==> src/rtl/fb_pkg.sv <==
// Shared frame-buffer definitions: geometry, RGB565 pixel layout, bank FSM states
// and the integer luma weighting used by the read path and the binarizer.
package fb_pkg;

  localparam int unsigned FB_WIDTH  = 320;
  localparam int unsigned FB_HEIGHT = 240;
  localparam int unsigned FB_DEPTH  = FB_WIDTH * FB_HEIGHT;

  localparam logic [15:0] LUMA_R = 16'd77;
  localparam logic [15:0] LUMA_G = 16'd150;
  localparam logic [15:0] LUMA_B = 16'd29;

  typedef struct packed {
    logic [4:0] r;
    logic [5:0] g;
    logic [4:0] b;
  } rgb565_t;

  typedef enum logic [1:0] {
    EMPTY,
    DISPLAY,
    PENDING
  } bank_state_t;

  // Weights sum to 256, so a full-scale pixel lands exactly on 255.
  function automatic logic [7:0] rgb565_luma(input rgb565_t px);
    logic [15:0] r8;
    logic [15:0] g8;
    logic [15:0] b8;
    logic [15:0] acc;
    r8  = {8'd0, px.r, px.r[4:2]};
    g8  = {8'd0, px.g, px.g[5:4]};
    b8  = {8'd0, px.b, px.b[4:2]};
    acc = LUMA_R * r8 + LUMA_G * g8 + LUMA_B * b8;
    return acc[15:8];
  endfunction

endpackage

==> src/rtl/rgb565_to_luma.sv <==
// Registered RGB565 -> 8-bit luma converter with binary threshold; outputs hold
// between loads and can be forced to zero for blanked words.
module rgb565_to_luma
  import fb_pkg::*;
#(
  parameter logic [7:0] THRESHOLD = 8'd128
) (
  input  logic        clk_in,
  input  logic        rst_in,
  input  logic        load_in,
  input  logic        blank_in,
  input  logic [15:0] rgb_in,
  output logic [15:0] pixel_out,
  output logic [7:0]  luma_out,
  output logic        bw_out
);

  logic [7:0] luma_c;

  always_comb begin
    luma_c = rgb565_luma(rgb565_t'(rgb_in));
  end

  always_ff @(posedge clk_in) begin
    if (rst_in) begin
      pixel_out <= '0;
      luma_out  <= '0;
      bw_out    <= 1'b0;
    end else if (load_in) begin
      if (blank_in) begin
        pixel_out <= '0;
        luma_out  <= '0;
        bw_out    <= 1'b0;
      end else begin
        pixel_out <= rgb_in;
        luma_out  <= luma_c;
        bw_out    <= (luma_c >= THRESHOLD);
      end
    end
  end

endmodule

==> src/rtl/frame_buffer_reader.sv <==
// Read side of the double-buffered 320x240 RGB565 frame buffer: bank arbitration
// with the camera writer, BRAM read addressing, latency alignment and luma/BW output.
module frame_buffer_reader #(
  parameter int unsigned FB_DEPTH     = fb_pkg::FB_DEPTH,
  parameter int unsigned BRAM_LATENCY = 2,
  parameter logic [7:0]  BW_THRESHOLD = 8'd128
) (
  input  logic        clk_in,
  input  logic        rst_in,
  input  logic [16:0] pixel_addr_in,
  input  logic        valid_addr_in,
  input  logic        frame_start_in,
  input  logic        write_frame_done_in,
  output logic        write_bank_out,
  output logic        write_hold_out,
  output logic [17:0] bram_addr_out,
  input  logic [15:0] bram_rdata_in,
  output logic [15:0] pixel_out,
  output logic [7:0]  luma_out,
  output logic        bw_out,
  output logic        valid_pixel_out,
  output logic        frame_ready_out
);

  import fb_pkg::*;

  localparam logic [16:0] DEPTH_LIMIT = 17'(FB_DEPTH);

  bank_state_t state_q, state_d;
  logic        read_bank_q, read_bank_d;
  logic        write_bank_q, write_bank_d;
  logic        ready_q, ready_d;

  always_comb begin
    state_d      = state_q;
    read_bank_d  = read_bank_q;
    write_bank_d = write_bank_q;
    ready_d      = ready_q;
    case (state_q)
      EMPTY, DISPLAY: begin
        if (write_frame_done_in) state_d = PENDING;
      end
      PENDING: begin
        // A done pulse here is a writer protocol error and is ignored.
        if (frame_start_in) begin
          state_d      = DISPLAY;
          read_bank_d  = write_bank_q;
          write_bank_d = ~write_bank_q;
          ready_d      = 1'b1;
        end
      end
      default: state_d = EMPTY;
    endcase
  end

  always_ff @(posedge clk_in) begin
    if (rst_in) begin
      state_q      <= EMPTY;
      read_bank_q  <= 1'b0;
      write_bank_q <= 1'b1;
      ready_q      <= 1'b0;
    end else begin
      state_q      <= state_d;
      read_bank_q  <= read_bank_d;
      write_bank_q <= write_bank_d;
      ready_q      <= ready_d;
    end
  end

  assign write_hold_out  = (state_q == PENDING);
  assign write_bank_out  = write_bank_q;
  assign frame_ready_out = ready_q;

  logic addr_valid_q, addr_in_range_q, addr_ready_q;

  always_ff @(posedge clk_in) begin
    if (rst_in) begin
      bram_addr_out   <= '0;
      addr_valid_q    <= 1'b0;
      addr_in_range_q <= 1'b0;
      addr_ready_q    <= 1'b0;
    end else begin
      addr_valid_q    <= valid_addr_in;
      addr_in_range_q <= (pixel_addr_in < DEPTH_LIMIT);
      addr_ready_q    <= ready_q;
      if (valid_addr_in) bram_addr_out <= {read_bank_q, pixel_addr_in};
    end
  end

  logic [BRAM_LATENCY-1:0] pipe_valid_q, pipe_in_range_q, pipe_ready_q;

  always_ff @(posedge clk_in) begin
    if (rst_in) begin
      pipe_valid_q    <= '0;
      pipe_in_range_q <= '0;
      pipe_ready_q    <= '0;
    end else begin
      pipe_valid_q[0]    <= addr_valid_q;
      pipe_in_range_q[0] <= addr_in_range_q;
      pipe_ready_q[0]    <= addr_ready_q;
      for (int unsigned i = 1; i < BRAM_LATENCY; i++) begin
        pipe_valid_q[i]    <= pipe_valid_q[i-1];
        pipe_in_range_q[i] <= pipe_in_range_q[i-1];
        pipe_ready_q[i]    <= pipe_ready_q[i-1];
      end
    end
  end

  logic word_valid, word_blank;

  // Blank until a first completed frame has been selected for display.
  assign word_valid = pipe_valid_q[BRAM_LATENCY-1];
  assign word_blank = !pipe_in_range_q[BRAM_LATENCY-1] || !pipe_ready_q[BRAM_LATENCY-1];

  rgb565_to_luma #(
    .THRESHOLD(BW_THRESHOLD)
  ) u_luma (
    .clk_in   (clk_in),
    .rst_in   (rst_in),
    .load_in  (word_valid),
    .blank_in (word_blank),
    .rgb_in   (bram_rdata_in),
    .pixel_out(pixel_out),
    .luma_out (luma_out),
    .bw_out   (bw_out)
  );

  always_ff @(posedge clk_in) begin
    if (rst_in) valid_pixel_out <= 1'b0;
    else        valid_pixel_out <= word_valid;
  end

endmodule
==> config.mk <==
export PLATFORM = sky130hd
export DESIGN_NAME = frame_buffer_reader
export DESIGN_NICKNAME = d
export VERILOG_FILES = /design/src/rtl/fb_pkg.sv /design/src/rtl/rgb565_to_luma.sv /design/src/rtl/frame_buffer_reader.sv
export SDC_FILE = /design/constraint.sdc
export NUM_CORES = 1
export LEC_CHECK = 0
export BUFFER_PORTS_ARGS = -buffer_cell sky130_fd_sc_hd__buf_2
export CAP_MARGIN = 30
export CORE_ASPECT_RATIO = 1.4
export CORE_UTILIZATION = 45
export CTS_BUF_LIST = sky130_fd_sc_hd__clkbuf_8
export DETAILED_ROUTE_END_ITERATION = 6
export HOLD_SLACK_MARGIN = 0.06
export PLACE_DENSITY = 0.66
export SLEW_MARGIN = 40
export SYNTH_ARGS = -nofsm -noshare
export SYNTH_HDL_FRONTEND = slang
export SYNTH_SLANG_ARGS = --single-unit
==> constraint.sdc <==
create_clock -name clk_in -period 12.95 [get_ports clk_in]
set_clock_uncertainty 0.15 [all_clocks]
set_input_delay 0 -clock clk_in [delete_from_list [all_inputs] [get_ports clk_in]]
set_output_delay 0 -clock clk_in [all_outputs]
set_load 0.02 [all_outputs]
==> After elaboration in Yosys (flattened, before gate mapping) <==
Cells that the tools add are included.
{ "totals": {"ff_bits": 58, "input_bits": 38, "output_inout_bits": 47, "elab_cells": 40} }
{ "classes": {"add_sub_neg": 2, "n_mul": 3, "order_cmp": 2, "eq_ne": 4, "mux": 6, "n_bitwise": 1, "reduce_logical": 7} }
{ "op_table": {"columns": ["operator", "count"], "rows": [
  ["multiplier 7 x 8 -> 15 bit (first input constant)", 2],
  ["< comparator 17 bit (second input constant)", 1],
  ["adder 15 x 16 -> 16 bit", 1],
  ["adder 16 x 13 -> 16 bit", 1],
  ["two-way mux 16 bit", 1],
  ["multiplier 5 x 8 -> 13 bit (first input constant)", 1],
  [">= comparator 8 bit (second input constant)", 1],
  ["two-way mux 8 bit", 1],
  ["two-way mux 2 bit", 2],
  ["inequality test 2 bit (second input constant)", 2],
  ["one-hot mux 2 bit (2 select lines)", 1],
  ["AND reduction 2 bit", 2],
  ["equality test 2 x 1 -> 1 bit (second input constant)", 1],
  ["equality test 2 bit (second input constant)", 1],
  ["zero test 1 bit", 2],
  ["zero test 2 bit", 1],
  ["OR reduction 2 bit", 1],
  ["logical OR 1 bit", 1],
  ["two-way mux 1 bit", 1],
  ["inverter 1 bit", 1]
]} }

==> Depth between registers and ports, before layout <==
Gate-level depths: netlist of run 1.
{ "logic_depth": {"word_depth": 5, "depth_mapped": 25, "depth_no_buf": 25} }

==> By module <==
Synthesis of run 1 repeated with hierarchy kept, for this count alone.
{ "unflattened": {"cells_unflattened": 528, "hier_area_um2": 5158.7} }
{ "modules_own_cells": {"columns": ["mod", "instances", "cells_each", "area_each_um2", "seq_area_each_um2"], "rows": [
  ["rgb565_to_luma", 1, 427, 4022.6, 500.5],
  ["frame_buffer_reader", 1, 101, 1136.1, 660.6]
]} }

==> Worst setup path after synthesis of run 1 <==
Ideal clock, no wire load.
{ "synth_path": {"path_type": "input -> register", "start": "in bram_rdata_in[7]", "end": "reg u_luma.luma_out[6]", "setup_ns": 0.117, "t_arrival_ns": 5.745, "required_ns": 12.683, "slack_ns": 6.938, "cell_stages": 21, "n_path_buf": 0, "cell_sequence": "ha_1 > ha_1 > inv_1 > fa_1 > fa_1 > inv_1 > ha_1 > xor2_1 > fa_1 > fa_1 > inv_1 > fa_1 > fa_1 > inv_1 > ha_1 > a21o_1 > a21o_1 > o2111ai_2 > a21boi_2 > or3_1 > a32o_1"} }
{ "synth_via": {"elab_chain_len": 4} }
{ "synth_lines": {"columns": ["item", "line_no", "rtl"], "rows": [
  ["start: declaration", "frame_buffer_reader.sv:17", "input logic [15:0] bram_rdata_in,"],
  ["multiplier 7 x 8 -> 15 bit", "fb_pkg.sv:34", "acc = LUMA_R * r8 + LUMA_G * g8 + LUMA_B * b8;"],
  ["adder 15 x 16 -> 16 bit", "fb_pkg.sv:34", null],
  ["adder 16 x 13 -> 16 bit", "fb_pkg.sv:34", null],
  ["two-way mux 8 bit", "rgb565_to_luma.sv:30", "if (blank_in) begin"],
  ["end signal: assignment", "rgb565_to_luma.sv:36", "luma_out <= luma_c;"],
  ["end: declaration", "rgb565_to_luma.sv:14", "output logic [7:0] luma_out,"]
]} }
No other way between the ends.
A chain may end at the register's enable or synchronous reset.

==> Worst setup path after layout of run 1 <==
{ "layout_path": {"start": "in bram_rdata_in[9]", "end": "reg u_luma.luma_out[6]"} }
The elaborated chain is that of the path after synthesis.

==> results of run 1 <==
## synthesized netlist by cell type (all sizes together) (2+ instances only)
library cell   n  share of area (%)
nand4          2               0.38
a311oi         2               0.48
nand2         15                1.1
nor3           2               0.20
a21o          11                1.7
dfxtp         58                 24
xor2           8                1.4
mux2i         19                3.9
clkbuf        10               0.76
a22oi         17                2.6
a32o           2               0.41
a21oi         14                1.4
nor2          55                4.2
nand2b         3               0.38
a211oi         2               0.30
nand3          3               0.30
o21a           2               0.30
o21ai         11                1.1
nor2b          8                1.0
or2            2               0.25
fa            54                 22
xnor2          8                1.4
inv           87                6.6
ha            83                 21
or3            2               0.28
a31oi          3               0.51
## power breakdown
| group | internal (mW) | switching, mW |
|---|---|---|
| Clock | 0.129 | 0.0836 |
| Sequential | 0.184 | 0.00275 |
| Combinational | 0.466 | 0.604 |
| Total | 0.779 | 0.690 |
## worst max-delay path, delay by kind of cell
| family | cells | cell delay [ns] |
|---|---|---|
| compound gates | 5 | 1.00 |
| xor+xnor | 1 | 0.21 |
| fa+ha+maj | 10 | 4.28 |
| buf+inv | 6 | 0.90 |
| simple gates | 1 | 0.32 |
## flip-flops by register name (all words and copies together) (netlist names)
signal            cells
bram_addr_out        18
u_luma.pixel_out     16
u_luma.luma_out       8
pipe_in_range_q       2
pipe_ready_q          2
pipe_valid_q          2
state_q               2
addr_in_range_q       1
addr_ready_q          1
addr_valid_q          1
frame_ready_out       1
read_bank_q           1
u_luma.bw_out         1
valid_pixel_out       1
write_bank_out        1
## routing by layer
layer | GRT usage [%] | vias to the layer above
li1 | - | 1924
met3 | 3.80 | 12
met4 | 7.97 | 0
met1 | 25.6 | 1956
met2 | 43.8 | 93
met5 | 0 | -
## kinds of logic (layout without fill, tap and decap cells)
logic type               after synthesis  in the layout
XOR/XNOR                              16             16
AND/OR/NAND/NOR                       96             96
flip-flops                            58             58
AO/OA/AOI/OAI                         73             73
buffers and inverters                 99            248
adder cells (fa/ha/maj)              137            137
multiplexers                          19             19
## worst paths after layout
kind	end	start	slack [ns]	depth (start not counted)
worst max-delay path	u_luma.luma_out[6]	bram_rdata_in[9]	6.33	23
worst min-delay path	pipe_valid_q[1]	pipe_valid_q[0]	0.29	1
worst max register to register	state_q[1]	state_q[1]	10.89	4
worst min register to register	pipe_valid_q[1]	pipe_valid_q[0]	0.29	1
## placed cells by master (no fill, tap or decap), types with 2 or more instances in the layout
cell type,Yosys,routed
a211oi_1,2,2
a21o_1,11,11
a21oi_1,14,14
a22oi_1,17,17
a31oi_1,2,2
a32o_1,2,2
buf_2,1,83
bufinv_16,0,3
clkbuf_8,0,9
clkinv_4,0,3
dfxtp_1,58,58
dlygate4sd3_1,0,60
fa_1,54,54
ha_1,83,83
inv_1,87,87
mux2i_1,19,19
nand2_1,15,15
nand2b_1,3,3
nand3_1,3,3
nor2_1,55,55
nor2b_1,8,8
nor3_1,2,2
o21a_1,2,2
o21ai_0,8,8
o21ai_1,3,3
or2_2,2,2
xnor2_1,8,8
xor2_1,8,8
## layout make-up
class	count	area [µm²]
Fill cell	873	4180
Multi-Input combinational cell	341	3400
Clock inverter	7	125
Timing Repair Buffer	144	1020
Clock buffer	9	124
Sequential cell	58	1160
Inverter	88	330
Tap cell	138	173
## per-stage QoR
step	hold slack [ns]	setup slack (ns)	power, mW	util [%]	instance area (µm²)
floorplan	-0.0582	6.94	1.02	-	4940
global placement	0.0834	6.59	1.23	52.2	5490
detailed placement	0.0960	6.50	1.25	52.2	5490
CTS	0.291	6.31	1.50	60.3	6340
global route	0.302	6.03	1.66	60.3	6340
finish	0.288	6.33	1.47	60.3	6340
==> flow_summary_export.csv, run 1 <==
group,metric,value,unit
clock_tree,postCtsSetupBuffers,0,
timing,finalHoldViolCount,0,
synthesis,syn_area_per_cell,9.91,µm²
routing,drc,0,
floorplanning,core,0.0105,mm²
synthesis,netlist-cell-type-count,46,
setup_path,cp_max_fo,9,
global_routing,gr-total-overflow,0,
setup_path,path_cells,"dlygate4sd3_1 -> buf_2 -> ha_1 -> ha_1 -> inv_1 -> fa_1 -> fa_1 -> inv_1 -> ha_1 -> xor2_1 -> fa_1 -> fa_1 -> inv_1 -> fa_1 -> fa_1 -> inv_1 -> ha_1 -> a21o_1 -> a21o_1 -> o2111ai_2 -> a21boi_2 -> or3_1 -> a32o_1",
routing,detail-route-antenna-nets,0,
clock_tree,htree_levels,3,
floorplanning,rows,44,
clock_tree,numCtsBuffers,9,
synthesis,synth_fa_ha_area_share,42.9,%
timing,relSlewSlack,53.7,%
synthesis,syn_nets,673,
setup_path,slowest_stage,"fa_1",
setup_path,crit_type,"input port to flop",
clock_tree,cts_tree,"done",
routing,route.met3.wl,459,µm
clock_tree,path_clk_slew,0.07,ns
synthesis,yosysSeqAreaShare,23.5,%
synthesis,netlist_area,0.00494,mm²
clock_tree,ctsResizeCount,0,
routing,avgRoutedWirePerCell,14.9,µm
clock_tree,insertion_delay,0.35,ns
routing,met2_wirelength,6.30,mm
setup_path,cp-end-kind,"flop",
setup_path,cpPeakStageDelay,0.54,ns
synthesis,synthArstFlopShare,0,%
synthesis,synth_top_family_by_area,"adder cells",
clock_tree,cts_buffer_depth,2,
clock_tree,clock-sinks,58,
timing,finalCriticalPeriod,6.62,ns
routing,vias,3985,
timing,final.setup.tns,0,ns
placement,dp_hpwl,8.55,mm
synthesis,synth-edff-count,0,
setup_path,cp_common_cell,"fa_1",
synthesis,synthSimpleGateAreaFrac,8.75,%
setup_path,cp.required,13.04,ns
floorplanning,io_pins,85,
synthesis,ys.warnings.count,0,
finish,drive_above_1_share,17.2,%
timing,rsz0062_at_grt,"no",
pwr,p_leak,3.30,nW
timing,drv_slew,0,
routing,top_layer_used,"met4",
finish,syn_to_final_growth,28.4,%
floorplanning,die_area,0.0114,mm²
setup_path,worst_ep_arrival_time,6.71,ns
routing,first_pass_iters,4,
timing,tightest_slew,0.690,ns
synthesis,ys_ff_latch,58,
min_path,min_path_type,"flop to flop",
setup_path,crit_path_start_kind,"input port",
finish,num_antenna_cells,0,
timing,setup_viol,0,
synthesis,synthCells,498,
placement,placed_cells,709,
synthesis,synth-xor-area-share,2.84,%
finish,nets,817,
finish,fin_cells,785,
run_status,outcome,"finished, final reports clean",
floorplanning,die_h,126,µm
synthesis,synth_compound_area_share,10.5,%
global_routing,grt_pass1_wl,20.8,mm
run,max_cap_viol_count,0,
routing,via_per_inst,5.08,
floorplanning,start_util,46.9,%
pwr,power.density,232,mW/mm²
clock_tree,cts_root_buffer,"clkbuf_8",
routing,wl_met1,4.66,mm
timing,clock.fmax,151,MHz
floorplanning,dieWidth,90.5,µm
placement,io_buffers,84,
synthesis,synthFlopType,"dfxtp_1",
clock_tree,ctsHoldBuffers,60,
routing,totalWireLength,11.7,mm
global_routing,track_usage,23.0,%
global_routing,grt_pass1_vias,4510,
global_routing,grt_start_max_net_pins,55,
routing,drt_iter0_markers,165,
timing,period_share,51.1,%
placement,place_congestion,0.907,
global_routing,antenna_found_initial,0,
synthesis,synthMuxAreaShare,3.85,%
pwr,vdd_drop_max,0.237,mV
Note: power is estimated with default switching activity, not from simulation.
==> run 2: changes to the inputs <==
==> constraint.sdc (replaced) <==
create_clock -name clk_in -period 6.5 [get_ports clk_in]
set_clock_uncertainty 0.15 [all_clocks]
set_input_delay 0 -clock clk_in [delete_from_list [all_inputs] [get_ports clk_in]]
set_output_delay 0 -clock clk_in [all_outputs]
set_load 0.02 [all_outputs]
==> run 2 against run 1 <==
Compared with the run above:
- critical endpoint unchanged
- sequential share of layout area decreased by 0.12 points
- sequential power increased by 99%
- highest routed layer unchanged
- hold slack improved by 0.0018 ns
- largest power group unchanged
==> flow_summary_export.csv, run 2 (same netlist as run 1, synthesis figures left out) <==
group,metric,value,unit
run_status,outcome,"finished, final reports clean",
run,max_cap_viol_count,0,
finish,largest_register_ffs,18,
timing,clock.fmax,158,MHz
floorplanning,core,0.0105,mm²
finish,num_antenna_cells,0,
floorplanning,rows,44,
timing,period_share,97.2,%
setup_path,cp_top_family,"adder cells",
timing,finalCriticalPeriod,6.32,ns
placement,io_buffers,84,
setup_path,path_cells,"buf_2 -> dlygate4sd3_1 -> buf_4 -> ha_1 -> ha_1 -> ha_1 -> ha_1 -> a21o_1 -> a21oi_1 -> o21bai_2 -> xor2_2 -> fa_1 -> fa_1 -> inv_1 -> fa_1 -> fa_1 -> inv_1 -> ha_1 -> a21o_1 -> a21o_1 -> o2111ai_4 -> a21boi_2 -> or3_4 -> a32o_1",
setup_path,cp_common_cell,"ha_1",
finish,nets,819,
min_path,min_path_type,"flop to flop",
clock_tree,cts_root_buffer,"clkbuf_8",
pwr,vdd_drop_max,0.484,mV
setup_path,cpPeakStageDelay,0.55,ns
floorplanning,die_h,126,µm
timing,setup_viol,0,
setup_path,slowest_stage,"dlygate4sd3_1",
setup_path,cp-end-kind,"flop",
global_routing,grt_pass1_vias,4367,
finish,reg.largest.list,"bram_addr_out x18, u_luma.pixel_out x16, u_luma.luma_out x8",
finish,utilization,60.7,%
setup_path,cp_max_fo,8,
clock_tree,insertion_delay,0.35,ns
pwr,p_leak,3.31,nW
setup_path,worst_ep_arrival_time,6.41,ns
routing,drt_iter0_markers,163,
finish,drive_above_1_share,17.9,%
global_routing,gr-total-overflow,0,
timing,finalHoldViolCount,0,
routing,first_pass_iters,4,
finish,final_cell_area,0.00638,mm²
routing,vias,3990,
pwr,power.density,478,mW/mm²
placement,place_congestion,0.912,
routing,totalWireLength,11.7,mm
global_routing,track_usage,22.6,%
global_routing,antenna_found_initial,0,
finish,fin_cells,787,
timing,final.setup.tns,0,ns
finish,final_cell_mix,"inv_1, ha_1, buf_2, dlygate4sd3_1, dfxtp_1",
timing,drv_slew,0,
finish,final_common_cell,"inv_1",
placement,placed_cells,711,
clock_tree,clock-sinks,58,
clock_tree,htree_levels,3,
setup_path,cp.required,6.59,ns
global_routing,grt_start_max_net_pins,55,
routing,detail-route-antenna-nets,0,
routing,avgRoutedWirePerCell,14.9,µm
floorplanning,dieWidth,90.5,µm
global_routing,grt_pass1_wl,20.1,mm
floorplanning,die_area,0.0114,mm²
clock_tree,path_clk_slew,0.08,ns
placement,dp_hpwl,8.54,mm
clock_tree,numCtsBuffers,9,
finish,top_register,"bram_addr_out",
clock_tree,cts_tree,"done",
floorplanning,io_pins,85,
timing,relSlewSlack,44.0,%
setup_path,crit_type,"input port to flop",
timing,hold_ws,0.290,ns
placement,dpl-instance-area,0.00550,mm²
routing,drc,0,
finish,syn_to_final_growth,29.3,%
setup_path,crit_buf_inv,5,
routing,via_per_inst,5.07,
timing,tightest_slew,0.841,ns
floorplanning,start_util,46.9,%
setup_path,crit_path_start_kind,"input port",
clock_tree,cts_buffer_depth,2,
[run 2: cell count changes in the layout (fill, tap and decap cells not counted), moves of 2 or more]
| cell | change |
|---|---|
| buf_2 | -2 |
| dlymetal6s4s_1 | +2 |
| clkinvlp_4 | +2 |
| buf_4 | +3 |
[run 2: layout make-up]
cell class | instances | area, µm²
clock buffer | 9 | 124
clock inverter | 7 | 101
multi-input combinational | 341 | 3440
timing repair buffer | 146 | 1050
inverter | 88 | 330
tap | 138 | 173
sequential | 58 | 1160
fill | 868 | 4130
[run 2: layer usage]
metal / up-vias / routed length [µm] / track usage (%)
met5: - / 0 / 0
met1: 1939 / 4720 / 24.4
li1: 1931 / - / -
met3: 21 / 534 / 5.56
met2: 99 / 6110 / 41.8
met4: 0 / 349 / 9.01
[run 2: worst paths after layout]
check / startpoint / endpoint / slack [ns] / cells after the start
max: bram_rdata_in[9] / u_luma.luma_out[6] / 0.18 / 24
min: addr_ready_q / pipe_ready_q[0] / 0.29 / 1
max reg2reg: bram_addr_out[5] / bram_addr_out[5] / 4.58 / 4
min reg2reg: addr_ready_q / pipe_ready_q[0] / 0.29 / 1
[run 2: per-stage QoR]
stage	worst slack, ns	power [mW]
after global routing	-0.0206	3.44
after CTS	0.0573	2.98
final	0.179	3.05
after detailed placement	0.138	2.54
after global placement	0.219	2.49
after floorplan	0.488	2.04
[run 2: repair_timing]
action,in CTS,in global routing
hold endpoints to repair,51,2
gates resized for setup,0,9
endpoints found under the setup margin,0,3
hold buffers,59,2
buffers inserted,0,1
[run 2: power breakdown]
group,internal [mW],switching (mW),total [mW]
sequential,0.366,0.00537,0.371
clock,0.218,0.170,0.389
combinational,1.01,1.28,2.29
==> run 3: changes to the inputs <==
--- a/config.mk
+++ b/config.mk
@@ -5,6 +5,7 @@
 export SDC_FILE = /design/constraint.sdc
 export NUM_CORES = 1
 export LEC_CHECK = 0
+export ABC_AREA = 1
 export BUFFER_PORTS_ARGS = -buffer_cell sky130_fd_sc_hd__buf_2
 export CAP_MARGIN = 30
 export CORE_ASPECT_RATIO = 1.4
==> run 3 against run 2 <==
Compared with the run above:
- setup slack better by 0.19 ns
- largest cell class unchanged
- clock power is 13% lower
- synthesized cell count is 27% higher
- register-to-register slack better by 0.35 ns
- critical path type unchanged
- flip-flop and latch count stayed put
- critical path depth is 2 higher
- hold slack worse by 0.040 ns
- routed wire length is 10% higher
- clock-buffer cell count is 1 higher
- largest power group unchanged
- sequential share of layout area is 0.26 points lower
==> flow_summary_export.csv, run 3 <==
group,metric,value,unit
routing,wl_met1,5.16,mm
finish,final_cell_area,0.00648,mm²
clock_tree,numCtsBuffers,9,
synthesis,ys.warnings.count,0,
pwr,power.density,530,mW/mm²
setup_path,crit_type,"input port to flop",
synthesis,synth.most_common_cell,"inv_1",
floorplanning,io_pins,85,
routing,detail-route-antenna-nets,0,
timing,final.setup.tns,0,ns
timing,finalCriticalPeriod,6.13,ns
clock_tree,htree_levels,3,
setup_path,cpPeakStageDelay,0.55,ns
global_routing,grt_pass1_wl,21.9,mm
timing,rsz0062_at_grt,"no",
finish,drive_above_1_share,14.5,%
global_routing,grt_start_max_net_pins,41,
synthesis,synthCells,633,
timing,clock.fmax,163,MHz
run_status,outcome,"finished, final reports clean",
synthesis,synthArstFlopShare,0,%
routing,via_per_inst,4.91,
clock_tree,clock-sinks,58,
clock_tree,insertion_delay,0.33,ns
global_routing,grt_pass1_vias,4895,
finish,num_antenna_cells,0,
synthesis,syn_area_per_cell,8.20,µm²
routing,top_layer_used,"met4",
floorplanning,rows,46,
timing,tightest_slew,0.714,ns
timing,setup_viol,0,
floorplanning,die_area,0.0120,mm²
floorplanning,core,0.0113,mm²
finish,final_cell_mix,"inv_1, nand2_1, buf_2, ha_1, dfxtp_1",
placement,pre_cts_slack,0.526,ns
finish,regArea,0.00116,mm²
synthesis,synth-edff-count,0,
finish,multi_input_area,0.00352,mm²
setup_path,cp.required,6.53,ns
finish,nets,943,
synthesis,netlist_area,0.00519,mm²
routing,totalWireLength,12.9,mm
global_routing,track_usage,23.3,%
setup_path,cp-end-kind,"flop",
synthesis,yosysSeqAreaShare,22.4,%
global_routing,gr-total-overflow,0,
finish,syn_to_final_growth,24.7,%
pwr,p_leak,3.41,nW
routing,route.met3.wl,377,µm
finish,largest_register_ffs,18,
timing,finalHoldViolCount,0,
synthesis,yosysTopAreaCellShare,22.4,%
synthesis,syn_nets,808,
routing,first_pass_iters,6,
clock_tree,cts_root_buffer,"clkbuf_8",
timing,period_share,94.2,%
finish,reg.largest.list,"bram_addr_out x18, u_luma.pixel_out x16, u_luma.luma_out x8",
timing,layout_setup_ws,0.374,ns
setup_path,crit_path_start_kind,"input port",
run,max_cap_viol_count,0,
routing,vias,4500,
floorplanning,dieWidth,92.8,µm
setup_path,worst_ep_arrival_time,6.16,ns
routing,met2_wirelength,6.88,mm
finish,utilization,57.4,%
synthesis,yosys.area.top_type,"dfxtp_1",
routing,drc,0,
floorplanning,start_util,46.0,%
routing,drt_iter0_markers,162,
global_routing,antenna_found_initial,1,
placement,dp_hpwl,9.86,mm
placement,place_congestion,0.864,
clock_tree,path_clk_slew,0.07,ns
synthesis,synthTopCellsByArea,"dfxtp_1, fa_1, ha_1",
finish,top_register,"bram_addr_out",
finish,fill_cells,1050,
synthesis,yosys-top-cells-count,"inv_1, nand2_1, ha_1",
timing,relSlewSlack,52.4,%
setup_path,crit_buf_inv,6,
placement,dpl-instance-area,0.00575,mm²
synthesis,netlist-cell-type-count,29,
routing,avgRoutedWirePerCell,14.1,µm
setup_path,slowest_stage,"fa_1",
synthesis,synthFlopType,"dfxtp_1",
floorplanning,die_h,129,µm
placement,io_buffers,84,
clock_tree,cts_tree,"done",
setup_path,cp_max_fo,6,
setup_path,cp_top_family,"adder cells",
clock_tree,cts_buffer_depth,2,
pwr,vdd_drop_max,0.310,mV
synthesis,ys_ff_latch,58,
timing,drv_slew,0,
min_path,min_path_type,"flop to flop",
finish,final_common_cell,"inv_1",
## run 3: final cells by class
class	count	area share, %
Inverter	124	7.19
Clock inverter	6	1.02
Timing Repair Buffer	136	14.6
Clock buffer	10	2.13
Sequential cell	58	17.9
Tap cell	144	2.78
Multi-Input combinational cell	439	54.4
## run 3: path summary, 6_finish.rpt
kind                             end               start  slack, ns  cells after the start
setup / recovery       u_luma.bw_out    bram_rdata_in[6]       0.37                     26
hold reg to reg   pipe_in_range_q[1]  pipe_in_range_q[0]       0.25                      2
setup reg to reg  u_luma.luma_out[1]     pipe_valid_q[1]       4.93                      5
hold / removal    pipe_in_range_q[1]  pipe_in_range_q[0]       0.25                      2
## run 3: power breakdown
| part | switching, mW | internal [mW] |
|---|---|---|
| combinational | 1.66 | 1.06 |
| clock | 0.153 | 0.187 |
| sequential | 0.00593 | 0.367 |
| total | 1.81 | 1.62 |
## run 3: cell families after synthesis
family                   Yosys count  synth area share, %
AND/OR/NAND/NOR                  205                 16.6
adder cells (fa/ha/maj)          137                 40.8
buffers and inverters            136                 9.86
AO/OA/AOI/OAI                     87                 8.70
flip-flops                        58                 22.4
XOR/XNOR                          10                 1.69
## run 3: metrics by stage
step / cells / power [mW] / hold WS [ns]
after floorplan: 633 / 2.47 / -0.0541
after global placement: 849 / 3.01 / 0.0646
after detailed placement: 849 / 3.06 / 0.0568
after CTS: 917 / 3.44 / 0.244
after global routing: 917 / 3.88 / 0.268
final: 917 / 3.43 / 0.250
## run 3: worst min-delay path: cells and delay by family, from the launching register on
kind	cells	cell delay [ns]
buf+inv	1	0.04
flops	1	0.30
simple gates	1	0.03
## run 3: timing repair
item	4_1_cts	5_1_grt
setup endpoints to repair	0	3
setup buffers	0	0
hold buffers	52	0
gates resized for setup	0	2
endpoints found under the hold margin	42	0
## run 3: layer usage
metal,GRT usage [%],vias up
met1,24.8,2117
met2,44.6,97
met4,10.6,0
met5,0,-
met3,3.52,32
li1,-,2254
